[src/rtl/lcd_init_sequencer.sv]
// LCD init sequencer and SPI byte-stream arbiter.
//
// On start_i the sequencer pulses the LCD hardware reset, waits, then walks a
// command ROM of cmd/data bytes and timed delays, and finally hands the SPI
// host back to the CPU. While idle or done, the CPU byte stream and the DC/CS
// request lines pass straight through to the SPI host and the LCD.
//
// Ports:
//   clk_sys_i, rst_sys_i        system clock, asynchronous active-high reset
//   start_i                     single-cycle start pulse
//   busy_o, done_o              sequence running / completed (sticky)
//   rom_addr_o, rom_data_i      command ROM, combinational read
//                               (entry [9:8] type: 00 cmd, 01 data, 10 delay, 11 end)
//   cpu_tx_*, cpu_dc_i, cpu_cs_ni  CPU byte stream and requested DC/CS levels
//   spi_tx_*, spi_idle_i        SPI host byte stream and idle status
//   lcd_rst_no, lcd_dc_o, lcd_cs_no, lcd_bl_o  LCD control lines
module lcd_init_sequencer #(
    parameter int unsigned AddrWidth       = 5,
    parameter int unsigned ResetCycles     = 16,
    parameter int unsigned DelayUnitCycles = 50000
) (
    input  logic                 clk_sys_i,
    input  logic                 rst_sys_i,
    input  logic                 start_i,
    output logic                 busy_o,
    output logic                 done_o,
    output logic [AddrWidth-1:0] rom_addr_o,
    input  logic [9:0]           rom_data_i,
    input  logic                 cpu_tx_valid_i,
    input  logic [7:0]           cpu_tx_data_i,
    output logic                 cpu_tx_ready_o,
    input  logic                 cpu_dc_i,
    input  logic                 cpu_cs_ni,
    output logic                 spi_tx_valid_o,
    output logic [7:0]           spi_tx_data_o,
    input  logic                 spi_tx_ready_i,
    input  logic                 spi_idle_i,
    output logic                 lcd_rst_no,
    output logic                 lcd_dc_o,
    output logic                 lcd_cs_no,
    output logic                 lcd_bl_o
);

    localparam int unsigned DelayMax = 255 * DelayUnitCycles;
    localparam int unsigned CntMax   = (DelayMax > ResetCycles) ? DelayMax : ResetCycles;
    localparam int unsigned CntWidth = $clog2(CntMax + 1);

    localparam logic [CntWidth-1:0]  RstLast  = CntWidth'(ResetCycles - 1);
    localparam logic [AddrWidth-1:0] AddrLast = '1;

    localparam logic [1:0] TypeCmd   = 2'b00;
    localparam logic [1:0] TypeData  = 2'b01;
    localparam logic [1:0] TypeDelay = 2'b10;

    typedef enum logic [3:0] {
        StIdle, StRstLo, StRstWait, StFetch, StSend, StDrain, StDelay, StFinish, StDone
    } state_e;

    state_e                state_q, state_d;
    logic [CntWidth-1:0]   cnt_q, cnt_d;
    logic [AddrWidth-1:0]  addr_q, addr_d;
    logic [7:0]            payload_q, payload_d;
    logic                  target_dc_q, target_dc_d;
    logic                  valid_q, valid_d;
    logic                  dc_q, dc_d;
    logic                  cs_n_q, cs_n_d;
    logic                  rst_n_q, rst_n_d;
    logic                  bl_q, bl_d;
    logic                  done_q, done_d;

    logic                  granted;
    logic                  cpu_hs;
    logic [CntWidth-1:0]   delay_cycles;
    logic                  delay_done;

    assign granted      = (state_q == StIdle) || (state_q == StDone);
    assign cpu_hs       = cpu_tx_valid_i & spi_tx_ready_i;
    assign delay_cycles = CntWidth'(payload_q) * CntWidth'(DelayUnitCycles);
    // A zero-length delay still spends one cycle in StDelay.
    assign delay_done   = (cnt_q + CntWidth'(1)) >= delay_cycles;

    always_ff @(posedge clk_sys_i or posedge rst_sys_i) begin
        if (rst_sys_i) begin
            state_q     <= StIdle;
            cnt_q       <= '0;
            addr_q      <= '0;
            payload_q   <= '0;
            target_dc_q <= 1'b0;
            valid_q     <= 1'b0;
            dc_q        <= 1'b0;
            cs_n_q      <= 1'b1;
            rst_n_q     <= 1'b1;
            bl_q        <= 1'b0;
            done_q      <= 1'b0;
        end else begin
            state_q     <= state_d;
            cnt_q       <= cnt_d;
            addr_q      <= addr_d;
            payload_q   <= payload_d;
            target_dc_q <= target_dc_d;
            valid_q     <= valid_d;
            dc_q        <= dc_d;
            cs_n_q      <= cs_n_d;
            rst_n_q     <= rst_n_d;
            bl_q        <= bl_d;
            done_q      <= done_d;
        end
    end

    always_comb begin
        state_d     = state_q;
        cnt_d       = cnt_q;
        addr_d      = addr_q;
        payload_d   = payload_q;
        target_dc_d = target_dc_q;
        valid_d     = valid_q;
        dc_d        = dc_q;
        cs_n_d      = cs_n_q;
        rst_n_d     = rst_n_q;
        bl_d        = bl_q;
        done_d      = done_q;

        unique case (state_q)
            StIdle, StDone: begin
                if (start_i) begin
                    state_d = StRstLo;
                    cnt_d   = '0;
                    addr_d  = '0;
                    done_d  = 1'b0;
                    bl_d    = 1'b0;
                    dc_d    = 1'b0;
                    cs_n_d  = 1'b1;
                    valid_d = 1'b0;
                    // A CPU byte accepted on this edge must finish shifting
                    // before the LCD is reset, so hold reset off until idle.
                    rst_n_d = cpu_hs;
                end
            end
            StRstLo: begin
                if (!rst_n_q) begin
                    if (cnt_q == RstLast) begin
                        rst_n_d = 1'b1;
                        cnt_d   = '0;
                        state_d = StRstWait;
                    end else begin
                        cnt_d = cnt_q + CntWidth'(1);
                    end
                end else if (spi_idle_i) begin
                    rst_n_d = 1'b0;
                end
            end
            StRstWait: begin
                if (cnt_q == RstLast) begin
                    cnt_d   = '0;
                    cs_n_d  = 1'b0;
                    state_d = StFetch;
                end else begin
                    cnt_d = cnt_q + CntWidth'(1);
                end
            end
            StFetch: begin
                payload_d   = rom_data_i[7:0];
                target_dc_d = rom_data_i[8];
                cnt_d       = '0;
                case (rom_data_i[9:8])
                    TypeCmd, TypeData: begin
                        if (rom_data_i[8] == dc_q) begin
                            state_d = StSend;
                            valid_d = 1'b1;
                        end else begin
                            state_d = StDrain;
                        end
                    end
                    TypeDelay: state_d = StDelay;
                    default:   state_d = StFinish;
                endcase
            end
            StDrain: begin
                // DC moves on the first idle cycle; valid follows a cycle later.
                if (spi_idle_i) begin
                    if (dc_q == target_dc_q) begin
                        state_d = StSend;
                        valid_d = 1'b1;
                    end else begin
                        dc_d = target_dc_q;
                    end
                end
            end
            StSend: begin
                if (spi_tx_ready_i) begin
                    valid_d = 1'b0;
                    if (addr_q == AddrLast) begin
                        state_d = StFinish;
                    end else begin
                        addr_d  = addr_q + AddrWidth'(1);
                        state_d = StFetch;
                    end
                end
            end
            StDelay: begin
                if (delay_done) begin
                    if (addr_q == AddrLast) begin
                        state_d = StFinish;
                    end else begin
                        addr_d  = addr_q + AddrWidth'(1);
                        state_d = StFetch;
                    end
                end else begin
                    cnt_d = cnt_q + CntWidth'(1);
                end
            end
            StFinish: begin
                if (spi_idle_i) begin
                    cs_n_d  = 1'b1;
                    bl_d    = 1'b1;
                    done_d  = 1'b1;
                    state_d = StDone;
                end
            end
            default: state_d = StIdle;
        endcase
    end

    assign busy_o         = !granted;
    assign done_o         = done_q;
    assign rom_addr_o     = addr_q;
    assign cpu_tx_ready_o = granted & spi_tx_ready_i;
    assign spi_tx_valid_o = granted ? cpu_tx_valid_i : valid_q;
    assign spi_tx_data_o  = granted ? cpu_tx_data_i : payload_q;
    assign lcd_dc_o       = granted ? cpu_dc_i : dc_q;
    assign lcd_cs_no      = granted ? cpu_cs_ni : cs_n_q;
    assign lcd_rst_no     = rst_n_q;
    assign lcd_bl_o       = bl_q;

endmodule
[config.mk]
export PLATFORM = sky130hd
export DESIGN_NAME = lcd_init_sequencer
export DESIGN_NICKNAME = d
export VERILOG_FILES = /design/src/rtl/lcd_init_sequencer.sv
export SDC_FILE = /design/constraint.sdc
export NUM_CORES = 1
export LEC_CHECK = 0
export CAP_MARGIN = 10
export CORE_MARGIN = 2
export CORE_UTILIZATION = 59
export DETAILED_ROUTE_END_ITERATION = 16
export PLACE_DENSITY_LB_ADDON = 0.15
export SLEW_MARGIN = 10
export SYNTH_ARGS = -nofsm -noshare
export SYNTH_HDL_FRONTEND = slang
export SYNTH_SLANG_ARGS = --single-unit
[constraint.sdc]
create_clock -name clk_sys_i -period 6.9 [get_ports clk_sys_i]
set_clock_uncertainty 0.2 [all_clocks]
set_input_delay 1.725 -clock clk_sys_i [delete_from_list [all_inputs] [get_ports clk_sys_i]]
set_output_delay 1.725 -clock clk_sys_i [all_outputs]
set_load 0.05 [all_outputs]
==> results_dict.tcl <==
set metrics [dict create \
    cts.sinks 47 \
    synthesis.area_um2 4846 \
    synth_area_leader_cell "dfrtp_1" \
    cts_hold_buf 0 \
    grt_pass1_wl_um 18250 \
    core-area_um2 8093 \
    yosys_warnings 0 \
    synth_area_leaders "dfrtp_1 (23%), ha_1 (20%), fa_1 (5.0%)" \
    netlist_instances 528 \
    max_freq_mhz 158.8 \
    antenna_found_initial 0 \
    drt_iter0_drc 178 \
    grt_overflow 0 \
    syn_area_per_cell_um2 9.178 \
    fin_crit_sh 0.9125 \
    setup_violations 0 \
    clock_latency_ps 310 \
    htree_levels 2 \
    finalHoldViolations 0 \
    cp-startpoint "payload_q[6]" \
    endpoint_kind "flop" \
    clkTransAtPathRegs_ps 110 \
    dp_hpwl_um 8440 \
    place_congestion 0.8771 \
    max_slew_margin 0.3247 \
    syn_to_final_growth_pct 12.65 \
    routed-via-count 3984 \
    grt_pass1_vias 3892 \
    dieArea_um2 8954 \
    fin_nets 676 \
    yosysTopAreaCellShare 0.2324 \
    start_util 0.5988 \
    io_buffers 46 \
    hold_start "cs_n_q" \
    synth_edf_count 0 \
    synthArstFlopShare 1.000 \
    start_kind "flop" \
    die_w_um 94.63 \
    maxCapViolCount 0 \
    top_level_ports 47 \
    drive_above_1_share 0.08348 \
    ctsResizeCount 0 \
    critPathKind "reg2reg" \
    hp-class "reg2reg" \
    detail-route-antenna-nets 0 \
    finalSetupTns_ps 0 \
    syn_nets 642 \
    cts_buffers 5 \
    rsz0062_at_grt "false" \
    worst_pin_slew_ps 1013 \
    ys_seq_area_frac 0.2432 \
    cts_tree "done" \
    synth_common_cells "ha_1 (76), dfrtp_1 (45), nand2_1 (44)" \
    outcome "finished clean" \
    drt_drc_violations_left 0 \
    timing.rr.start "payload_q[6]" \
    synthDistinctLibCells 62 \
    synth-seq-cells 47 \
    rows 33 \
    fp.dieH_um 94.63 \
    dr.pass1.iters 4 \
    period_needed_ps 6296 \
    root_buffer "clkbuf_8" \
    grt_max_degree 48 \
    grt_util_all_layers 0.2551 \
    required_ps 6890 \
    post_cts_buffers 0 \
    cp.arrival_ps 6280 \
    fin_util 0.6746 \
    clockBufferDepth 2 \
    antenna_cells 0 \
    routed_wl_um 10730 \
    vias_per_cell 5.964 \
    routedWlPerCell_um 16.06 \
    yosysMostFrequentCell "ha_1" \
    synth_top_flop_cell "dfrtp_1" \
    cp_max_fo 36 \
    timing.final.max_slew_violations 0 \
]
==> per-layer routing <==
metal	global-route usage	up-vias	routed length (um)
li1	-	1963	-
met1	0.3350	1913	4689
met2	0.4344	92	5314
met3	0.03751	16	537
met4	0.07850	0	183
met5	0	-	0
==> flip-flops by register name, indices dropped and copies added, names as in the netlist <==
| signal | flops |
|---|---|
| cnt_q | 24 |
| payload_q | 8 |
| rom_addr_o | 5 |
| state_q | 4 |
| cs_n_q | 1 |
| dc_q | 1 |
| done_o | 1 |
| lcd_rst_no | 1 |
| target_dc_q | 1 |
| valid_q | 1 |
==> kinds of logic (layout without fill, tap and decap cells) <==
kind of cell / after synthesis / in the layout / synth area share
and+or+nand+nor: 167 / 167 / 0.1740
AOI/OAI and AO/OA: 118 / 118 / 0.1815
adders and majority gates: 88 / 88 / 0.2458
buffers and inverters: 51 / 86 / 0.04337
DFF: 47 / 47 / 0.2432
xor gates and xnor gates: 38 / 38 / 0.06868
muxes: 19 / 19 / 0.04338
==> worst max-delay path: stages (launching register included) <==
cell	delay (ps)
dfrtp_1	480
inv_1	110
ha_1	290
inv_1	40
ha_1	320
fa_1	450
fa_1	460
ha_1	370
a21o_1	200
a21o_1	210
a211o_1	310
nor4_1	260
o31ai_1	140
a21oi_1	210
xor2_1	120
ha_1	230
nor3_2	290
o211ai_2	170
a2111oi_4	450
a211oi_4	120
buf_4	250
o21ai_0	340
o31ai_4	110
==> cell usage in the layout (no fill, tap or decap), types with 3 or more instances in the layout <==
cell type and n:
nand4_1 10, xor2_1 19, nor2b_1 3, o21ai_1 19, a21oi_1 22, nand3_1 17, mux2_2 10, clkdlybuf4s50_1 46
nor2_1 38, o31ai_4 5, o31ai_1 7, nor3_1 10, clkbuf_8 5, o21bai_1 4, and2_1 4, xnor2_1 19
o21ai_0 22, fa_1 12, nand2_1 44, nor4_1 8, a21o_1 7, ha_1 76, and3_1 6, inv_1 28
a31oi_1 3, o21a_1 4, dfrtp_1 45, mux2i_1 3, nand2b_1 13, mux2_1 6
==> worst paths after layout <==
kind / endpoint / slack [ps] / depth (start not counted)
setup reg to reg: cnt_q[23] / 600 / 22
min in group asynchronous: rom_addr_o[1] / 1740 / 2
hold reg to reg: cs_n_q / 310 / 2
setup / recovery: cnt_q[23] / 600 / 22
max in group asynchronous: dc_q / 4100 / 2
hold / removal: cs_n_q / 310 / 2
==> layout make-up <==
class	count	area, um^2
clock inverter	3	27.53
clock buffer	5	68.82
timing repair buffer	48	475.5
fill	670	2634
multi-input combinational	430	3465
tap	105	131.4
inverter	30	112.6
sequential	47	1179
==> per-stage QoR <==
| step | setup WS, ps | instances | instance area (um^2) | hold slack [ps] |
|---|---|---|---|---|
| 2_1_floorplan | 1199 | 528 | 4846 | 271.2 |
| 3_3_place_gp | 676.4 | 660 | 5363 | 283.1 |
| 3_5_place_dp | 600.0 | 660 | 5363 | 296.1 |
| 4_1_cts | 565.5 | 668 | 5459 | 315.2 |
| 5_1_grt | 171.0 | 668 | 5459 | 334.5 |
| 6_report | 604.0 | 668 | 5459 | 314.8 |
Power is left out: the tool's default activity adds up to more than one toggle a clock period on the data nets, which glitch-free logic cannot reach.
